## src/rtl/mem_arbiter.sv

```systemverilog
// Two-requester (fetch/data) arbiter in front of a fixed-latency memory.
// Define ARB_FAIRNESS_EN to stop data traffic from starving fetches.
module mem_arbiter #(
  parameter int unsigned LATENCY  = 2,
  parameter int unsigned MAX_WAIT = 4
) (
  input  logic        clock,
  input  logic        reset,
  input  logic        if_req,
  input  logic [31:0] if_addr,
  output logic        if_ack,
  output logic [31:0] if_rdata,
  input  logic        dm_req,
  input  logic        dm_we,
  input  logic [1:0]  dm_size,
  input  logic [31:0] dm_addr,
  input  logic [31:0] dm_wdata,
  output logic        dm_ack,
  output logic        dm_err,
  output logic [31:0] dm_rdata,
  output logic        mem_en,
  output logic        mem_we,
  output logic [1:0]  mem_size,
  output logic [31:0] mem_addr,
  output logic [31:0] mem_wdata,
  input  logic [31:0] mem_rdata,
  output logic        busy
);

  localparam logic [1:0] IDLE  = 2'd0;
  localparam logic [1:0] ISSUE = 2'd1;
  localparam logic [1:0] WAIT  = 2'd2;
  localparam logic [1:0] DONE  = 2'd3;

  localparam logic [3:0] LAT_M1 = 4'(LATENCY - 1);

  logic [1:0]  state;
  logic [3:0]  cnt;
  logic        gnt_dm;
  logic        r_we;
  logic [1:0]  r_size;
  logic [31:0] r_addr;
  logic [31:0] r_wdata;
  logic        r_err;
  logic [31:0] if_q;
  logic [31:0] dm_q;

  logic pick_dm;
  logic misalign;

  always_comb begin
    misalign = 1'b0;
    unique case (1'b1)
      dm_size == 2'b01: misalign = dm_addr[0];
      dm_size[1]:       misalign = |dm_addr[1:0];
      default:          misalign = 1'b0;
    endcase
  end

`ifdef ARB_FAIRNESS_EN
  localparam logic [3:0] MW = 4'(MAX_WAIT);

  logic [3:0] starve;

  // Once the fetch side has lost MAX_WAIT times in a row it wins next.
  assign pick_dm = dm_req && !(if_req && starve == MW);

  always_ff @(posedge clock) begin
    if (reset) begin
      starve <= 4'd0;
    end else if (state == IDLE) begin
      if (pick_dm && if_req)
        starve <= starve + 4'd1;
      else if (!pick_dm && if_req)
        starve <= 4'd0;
    end
  end
`else
  assign pick_dm = dm_req;
`endif

  always_ff @(posedge clock) begin
    if (reset) begin
      state   <= IDLE;
      cnt     <= 4'd0;
      gnt_dm  <= 1'b0;
      r_we    <= 1'b0;
      r_size  <= 2'b00;
      r_addr  <= 32'd0;
      r_wdata <= 32'd0;
      r_err   <= 1'b0;
      if_q    <= 32'd0;
      dm_q    <= 32'd0;
    end else begin
      unique case (state)
        IDLE: begin
          cnt <= 4'd0;
          if (pick_dm) begin
            gnt_dm  <= 1'b1;
            r_we    <= dm_we;
            r_size  <= dm_size;
            r_addr  <= dm_addr;
            r_wdata <= dm_wdata;
            r_err   <= misalign;
            state   <= misalign ? DONE : ISSUE;
          end else if (if_req) begin
            gnt_dm  <= 1'b0;
            r_we    <= 1'b0;
            r_size  <= 2'b10;
            r_addr  <= if_addr;
            r_err   <= 1'b0;
            state   <= ISSUE;
          end
        end
        ISSUE: begin
          cnt   <= 4'd0;
          state <= WAIT;
        end
        WAIT: begin
          if (cnt == LAT_M1) begin
            state <= DONE;
            if (gnt_dm)
              dm_q <= mem_rdata;
            else
              if_q <= mem_rdata;
          end else begin
            cnt <= cnt + 4'd1;
          end
        end
        DONE: begin
          state <= IDLE;
        end
        default: state <= IDLE;
      endcase
    end
  end

  assign mem_en    = state == ISSUE;
  assign mem_we    = mem_en && r_we;
  assign mem_size  = r_size;
  assign mem_addr  = r_addr;
  assign mem_wdata = r_wdata;

  assign if_ack   = state == DONE && !gnt_dm;
  assign dm_ack   = state == DONE && gnt_dm;
  assign dm_err   = dm_ack && r_err;
  assign if_rdata = if_q;
  assign dm_rdata = dm_q;
  assign busy     = state != IDLE;

endmodule
```

## config.mk

```make
export PLATFORM = sky130hd
export DESIGN_NAME = mem_arbiter
export DESIGN_NICKNAME = d
export VERILOG_FILES = /design/src/rtl/mem_arbiter.sv
export SDC_FILE = /design/constraint.sdc
export NUM_CORES = 1
export LEC_CHECK = 0
export CORE_UTILIZATION = 44
export CTS_CLUSTER_DIAMETER = 80
export DETAILED_ROUTE_END_ITERATION = 6
export PLACE_DENSITY = 0.86
export SLEW_MARGIN = 20
export SYNTH_ARGS = -nofsm -noshare
export SYNTH_HDL_FRONTEND = slang
export SYNTH_SLANG_ARGS = --single-unit
export TNS_END_PERCENT = 100
```

## constraint.sdc

```tcl
create_clock -name clock -period 3.33 [get_ports clock]
set_input_delay 0.666 -clock clock [delete_from_list [all_inputs] [get_ports clock]]
set_output_delay 0.666 -clock clock [all_outputs]
set_load 0.05 [all_outputs]
```

### Word-level counts from Yosys, hierarchy flattened

Cells that the tools add are included.

| cells by class | value |
|---|---|
| divide/modulo/power cells | 0 |
| shifts and indexed selects | 0 |
| reduce and logical (&&, ||, !) cells | 17 |
| magnitude comparators | 0 |
| add/sub/neg operators | 1 |
| muxes and demuxes | 16 |
| multiply operators | 0 |
| eq/ne operators | 8 |
| bitwise operators | 1 |

Operators by type and width:

| cell | count |
|---|---|
| 32-bit two-way mux | 2 |
| 2-bit two-way mux | 6 |
| 2-bit one-hot mux with 4 select lines | 1 |
| 4-bit one-hot mux with 2 select lines | 1 |
| 2-bit AND reduction | 4 |
| 3-bit AND reduction | 2 |
| 2-bit nonzero test | 3 |
| 4-bit by 1-bit adder with 4-bit output, second input constant | 1 |
| 2-bit by 1-bit == test with 1-bit output, second input constant | 2 |
| 2-bit == test, second input constant | 2 |
| 4-bit by 1-bit == test with 1-bit output, second input constant | 1 |
| 1-bit logical AND | 4 |
| 1-bit two-way mux | 4 |
| 4-bit two-way mux | 1 |
| 2-bit inequality test, second input constant | 2 |
| 2-bit OR reduction | 2 |
| 3-bit inequality test, second input constant | 1 |
| 2-bit zero test | 1 |
| 1-bit one-hot mux with 2 select lines | 1 |
| 1-bit zero test | 1 |
| 1-bit inverter | 1 |

| storage, ports and cells | value |
|---|---|
| register bits | 139 |
| output and inout port bits | 136 |
| bits in writable memories | 0 |
| memory bits (read-only) | 0 |
| memories | 0 |
| word-level logic and storage cells | 53 |
| latch bits | 0 |

### Logic depth before layout (Yosys ltp)

Gate-level depths: netlist of run 1.

| depth | value |
|---|---|
| depth in word-level cells | 5 |
| gate-level depth with buffers | 9 |
| depth with buffers taken out | 5 |

### Worst setup path before layout of run 1

No wires, ideal clock.

| timing path | value |
|---|---|
| path kind | reg-to-output |
| start | register state[1] |
| end | output port mem_we |
| setup slack | 1275 ps |
| data arrival time | 1389 ps |
| buffers on the path | 0 |
| stages on the path, launching flop included | 4 |
| required time | 2664 ps |
| cell sequence | dfxtp_1 -> inv_1 -> ha_1 -> and2_1 |

| between the ends | value |
|---|---|
| word-level cells in the longest chain between the ends | 2 |

Ends and longest elaborated chain:

| what | line | source |
|---|---|---|
| start: declaration | 37 | `logic [1:0] state;` |
| start signal: assignment | 105 | `state <= misalign ? DONE : ISSUE;` |
| 2-bit by 1-bit == test with 1-bit output | 138 | `assign mem_en = state == ISSUE;` |
| net mem_en | 21 | `output logic mem_en,` |
| 1-bit logical AND | 139 | `assign mem_we = mem_en && r_we;` |
| end: declaration | 22 | `output logic mem_we,` |

The timed path passes the listed nets, and every way through them passes these cells.

### Final worst setup path of run 1

| timing path | value |
|---|---|
| start | register state[0] |
| end | output port busy |

| between the ends | value |
|---|---|
| word-level cells in the longest chain between the ends | 1 |

Ends and longest elaborated chain:

| what | line | source |
|---|---|---|
| 2-bit nonzero test | 149 | `assign busy = state != IDLE;` |
| end: declaration | 27 | `output logic busy` |

Every way passes these cells.

==> flow_summary.json, run 1 <==
{
  "cts_tree": "yes",
  "cts-root-buf": "clkbuf_16",
  "port-buffer-count": 270,
  "fmax_mhz": 363.6,
  "crit_arrival_ps": 2080,
  "fp.dieH_um": 114.2,
  "hold_class": "flop to flop",
  "antenna_cells": 0,
  "ant_nets": 0,
  "dpl_cell_area_um2": 8250,
  "synth_area_um2": 5543,
  "io-pin-count": 271,
  "worstMarginPinSlew_ps": 785.9,
  "vias_per_cell": 5.241,
  "ys_warn_count": 0,
  "clock_skew_ps": 9.150,
  "setup_ws_ps": 579.4,
  "p_leak_nw": 3.149,
  "rows": 40,
  "drcViolationCount": 0,
  "status": "completed",
  "cts_setup_buffers": 0,
  "fin_setup_tns_ps": 0,
  "synth.largest_area_cell": "dfxtp_1",
  "synthDominantCellAreaShare": 0.5020,
  "max-slew-margin-rel": 0.4761,
  "end_kind": "output pin",
  "cp.required_ps": 2660,
  "antenna_found_initial": 0,
  "fill_cells": 924,
  "cts_buffers": 17,
  "ys_types": 34,
  "clk_latency_ps": 410,
  "utilization": 0.7222,
  "die_x_um": 114.2,
  "dp_cells": 1033,
  "regArea_um2": 2784,
  "setup_violations": 0,
  "dp_slack_ps": 1000,
  "nets": 1025,
  "whs_ps": 452.3,
  "grt_pass1_wl_um": 25400,
  "synth.avg_cell_area_um2": 8.580,
  "synth_nets": 787,
  "synthTopCellsByArea": "dfxtp_1 (50%), a21oi_1 (9.2%), o21ai_0 (6.2%)",
  "grt_max_degree": 53,
  "core_um2": 12160,
  "vias": 5576,
  "avgRoutedWirePerCell_um": 14.99,
  "period_minus_slack_ps": 2751,
  "maxSlewViolCount": 0,
  "place.gp.congestion": 0.7487,
  "synth_edf_count": 0,
  "start_util": 0.4558,
  "irDropWorstVdd_mv": 0.5368,
  "finalPower_mw": 6.428,
  "p_per_area_nw_per_um2": 731.8,
  "min_period_over_period": 0.8260,
  "h-tree-depth": 4,
  "synthCells": 646,
  "hold_violations": 0,
  "crit_path_start_kind": "flop",
  "grt_usage": 0.2492,
  "synth-seq-cells": 139,
  "wirelength_um": 15950,
  "drt_iter0_drc": 369,
  "layout-drive-gt1-share": 0.05357,
  "path_clk_slew_ps": 60,
  "rsz0062_at_grt": "false",
  "synth_ff_type": "dfxtp_1",
  "path_class": "flop to output pin",
  "design_area_um2": 8783,
  "cts_max_path_buffers": 2,
  "worstPathMaxFanout": 11,
  "gr-total-overflow": 0,
  "ctsHoldBuffers": 0,
  "yosysSeqAreaShare": 0.5020,
  "cts.sinks": 139,
  "first_pass_iters": 5,
  "multi_input_area_um2": 2432,
  "maxCapViolations": 0,
  "ctsResizeCount": 0,
  "die_area_um2": 13050,
  "dpl.hpwl_um": 11150,
  "async_flop_share": 0,
  "stdcell_count": 1064,
  "grt_pass1_vias": 5253,
  "area_delta_synth_final_pct": 58.46
}
## state kept, by name, indices dropped and copies added, names as in the netlist
register and count:
mem_size 2, dm_rdata 32, r_err 1, state 2, gnt_dm 1, cnt 4, r_we 1, mem_wdata 32
if_rdata 32, mem_addr 32
## synth_stat cells (all sizes together), types with 2 or more instances
cell type  count
a211oi        34
a21oi        102
a22oi          2
and2           3
buf           27
clkbuf        36
dfxtp        139
ha             6
inv            6
mux2i         32
nand2         67
nand3         65
nor2          39
o21ai         69
## worst paths after layout
path,startpoint,endpoint,slack (ps),cells after the start
hold reg to reg,mem_wdata[1]$_SDFFE_PP0P_,mem_wdata[1]$_SDFFE_PP0P_,450,2
setup reg to reg,state[0]$_SDFFE_PP0P_,dm_rdata[21]$_SDFFE_PP0P_,1020,6
hold / removal,mem_wdata[1]$_SDFFE_PP0P_,mem_wdata[1]$_SDFFE_PP0P_,450,2
setup / recovery,state[0]$_SDFFE_PP0P_,busy,580,4
## where the power goes
part           internal (mW)  switching [mW]
sequential              1.94           0.166
clock                   1.02           0.663
combinational          0.892            1.75
total                   3.85            2.58
## cell usage in the layout (no fill, tap or decap), types with 6 or more instances in the layout
| cell | synthesis | final |
|---|---|---|
| buf_4 | 0 | 12 |
| dfxtp_1 | 139 | 138 |
| a21oi_1 | 102 | 102 |
| clkbuf_16 | 0 | 17 |
| a211oi_1 | 34 | 34 |
| nand2_1 | 67 | 67 |
| clkdlybuf4s50_1 | 0 | 268 |
| o21ai_0 | 69 | 69 |
| nor2_1 | 39 | 39 |
| nand3_1 | 65 | 65 |
| ha_1 | 6 | 6 |
| inv_1 | 6 | 6 |
| mux2i_1 | 32 | 32 |
## area by class of cell
type | count | area share
clock inverter | 7 | 0.004701
multi-input combinational | 437 | 0.2769
sequential | 139 | 0.3170
clock buffer | 24 | 0.05598
tap | 168 | 0.02393
inverter | 7 | 0.002991
timing repair buffer | 282 | 0.3185
## routing by layer
metal / vias up / global-route usage / part of all wire
met2: 233 / 0.4267 / 0.50
met4: 0 / 0.09177 / 0.021
met5: - / 0 / 0
li1: 2748 / - / -
met1: 2567 / 0.2775 / 0.39
met3: 28 / 0.1016 / 0.094
## worst max-delay path, stage by stage (launching register included)
cell	delay [ps]
dfxtp_1	360
inv_1	90
ha_1	310
inv_1	90
clkdlybuf4s50_1	820
## cell families (layout without fill, tap and decap cells)
kind of cell / count (synthesis) / in the layout / share of synthesized area
fa+ha+maj: 6 / 6 / 0.01354
mux: 32 / 32 / 0.05779
simple gates: 184 / 184 / 0.1501
buf+inv: 70 / 320 / 0.06027
flops: 139 / 139 / 0.5020
compound gates: 215 / 215 / 0.2163
Note: power is estimated with default switching activity, not from simulation.
==> run 2, diff against run 1 <==
Settings changed: CORE_UTILIZATION 44 to 41, PLACE_DENSITY 0.86 to 0.81.
Clock period 3.33 ns to 2.8 ns, I/O delays scaled along.
==> run 2 against run 1 <==
Net effect: power up 27%; sequential cell count did not move; critical path depth is the same; clock power is 51% higher; non-clock buffer count is 1 higher; count of clock-buffer cells in the layout down 7; clock skew shrank 0.70 ps; global-route usage fell by 0.74 points; design area grew 1.7%; final cell count increased by 0.85%; register-to-register slack worse by 280 ps; hold slack improved by 0.70 ps; critical endpoint unchanged; largest cell class unchanged; largest power group unchanged; highest routed layer unchanged.
==> flow_summary.json, run 2 (synthesized netlist as in run 1, its figures left out) <==
{
  "rsz0062_at_grt": "false",
  "cts-root-buf": "clkbuf_16",
  "fill_cells": 1060,
  "grt_pass1_wl_um": 26620,
  "cts.sinks": 139,
  "dpl.hpwl_um": 11580,
  "core_um2": 13190,
  "die_area_um2": 13990,
  "clock_skew_ps": 8.454,
  "nets": 1026,
  "layout-drive-gt1-share": 0.06020,
  "p_int_mw": 5.040,
  "cts_buffers": 17,
  "ant_nets": 0,
  "die_x_um": 118.3,
  "p_leak_nw": 3.212,
  "ctsHoldBuffers": 0,
  "gr-total-overflow": 0,
  "grt_pass1_vias": 5184,
  "grt_max_degree": 69,
  "drcViolationCount": 0,
  "place.gp.congestion": 0.8131,
  "layout_commonest_cell": "clkdlybuf4s50_1",
  "vias": 5632,
  "finalPower_mw": 8.188,
  "antenna_cells": 0,
  "maxSlewViolCount": 0,
  "wirelength_um": 16670,
  "max-slew-margin-rel": 0.5421,
  "hold_class": "flop to flop",
  "path_clk_slew_ps": 60,
  "worstMarginPinSlew_ps": 679.6,
  "path_class": "flop to output pin",
  "antenna_found_initial": 0,
  "port-buffer-count": 270,
  "p_per_area_nw_per_um2": 916.6,
  "min_period_over_period": 0.9531,
  "end_kind": "output pin",
  "fp.dieH_um": 118.3,
  "hold_violations": 0,
  "dp_slack_ps": 576.8,
  "seqPwrFrac": 0.302,
  "avgRoutedWirePerCell_um": 15.53,
  "fin_setup_tns_ps": 0,
  "setup_violations": 0,
  "worstPathMaxFanout": 11,
  "rows": 42,
  "dp_cells": 1042,
  "fmax_mhz": 374.7,
  "pwr-share-comb": 0.389,
  "stdcell_count": 1073,
  "grt_usage": 0.2418,
  "cp.required_ps": 2240,
  "cts_max_path_buffers": 2,
  "start_util": 0.4202,
  "h-tree-depth": 4,
  "clk_latency_ps": 420,
  "crit_path_start_kind": "flop",
  "first_pass_iters": 5,
  "cts_tree": "yes",
  "cts_setup_buffers": 0,
  "pwr-share-clk": 0.309,
  "io-pin-count": 271,
  "maxCapViolations": 0,
  "irDropWorstVdd_mv": 0.5273,
  "area_delta_synth_final_pct": 61.15,
  "final_cell_mix": "clkdlybuf4s50_1 (266), dfxtp_1 (138), a21oi_1 (102), o21ai_0 (69), nand2_1 (67)",
  "crit_arrival_ps": 2110,
  "status": "completed",
  "period_minus_slack_ps": 2669,
  "p_sw_mw": 3.148,
  "ctsResizeCount": 0,
  "setup_ws_ps": 131.2,
  "vias_per_cell": 5.249,
  "switching_share": 0.3845,
  "drt_iter0_drc": 527
}
==> run 2: cell types whose count changed in the layout (fill, tap and decap cells not counted), sizes merged <==
| cell | previous run | this run |
|---|---|---|
| buf | 14 | 17 |
| clkinv | 7 | 6 |
| inv | 6 | 7 |
| clkinvlp | 1 | 2 |
| clkbuf | 24 | 17 |
| clkdlybuf4s50 | 268 | 266 |
| bufinv | 0 | 6 |
==> run 2: final timing paths <==
path                                            startpoint                          to  slack (ps)  cells past startpoint
worst min-delay path            mem_wdata[25]$_SDFFE_PP0P_  mem_wdata[25]$_SDFFE_PP0P_         450                      2
worst min register to register  mem_wdata[25]$_SDFFE_PP0P_  mem_wdata[25]$_SDFFE_PP0P_         450                      2
worst max-delay path                 state[0]$_SDFFE_PP0P_                        busy         130                      4
worst max register to register       state[0]$_SDFFE_PP0P_    dm_rdata[9]$_SDFFE_PP0P_         740                      6
==> run 2: power by group through the flow <==
stage | registers, mW | clock network [mW] | logic [mW]
floorplan | 3.52 | 0 | 1.11
global placement | 2.50 | 0 | 3.16
detailed placement | 2.51 | 0 | 3.18
CTS | 2.47 | 2.56 | 3.20
global route | 2.51 | 2.69 | 3.38
finish | 2.47 | 2.53 | 3.18
==> run 2: cell type report <==
cell class                      count  area (um2)  area share
Multi-Input combinational cell    437        2432      0.2723
Clock buffer                       17       425.4     0.04763
Timing Repair Buffer              283        2800      0.3135
Sequential cell                   139        2784      0.3117
Inverter                            7       26.28    0.002942
Tap cell                          176       220.2     0.02465
Clock inverter                     14       244.0     0.02731
==> run 2: critical path, stage by stage (launching register included) <==
cell	delay [ps]
dfxtp_1	360
inv_1	90
ha_1	340
inv_1	90
clkdlybuf4s50_1	810
==> run 2: routing by layer <==
| metal | share of wire | GRT usage | up-vias |
|---|---|---|---|
| met5 | 0 | 0 | - |
| met4 | 0.027 | 0.1106 | 0 |
| met3 | 0.085 | 0.08301 | 33 |
| met2 | 0.51 | 0.4169 | 247 |
| met1 | 0.38 | 0.2668 | 2595 |
| li1 | - | - | 2757 |
==> run 2: metrics by stage <==
| stage | hold slack (ps) | util | cell area, um2 |
|---|---|---|---|
| floorplan | 427.4 | - | 5543 |
| global placement | 441.0 | 0.6264 | 8263 |
| detailed placement | 445.5 | 0.6264 | 8263 |
| CTS | 453.7 | 0.6772 | 8932 |
| global route | 470.0 | 0.6772 | 8932 |
| finish | 453.0 | 0.6772 | 8932 |
==> run 3, diff against run 2 <==
Settings changed: GPL_TIMING_DRIVEN set to 1.
==> results of run 3 <==
The final DEF is identical to that of run 2; final timing and power are the same.
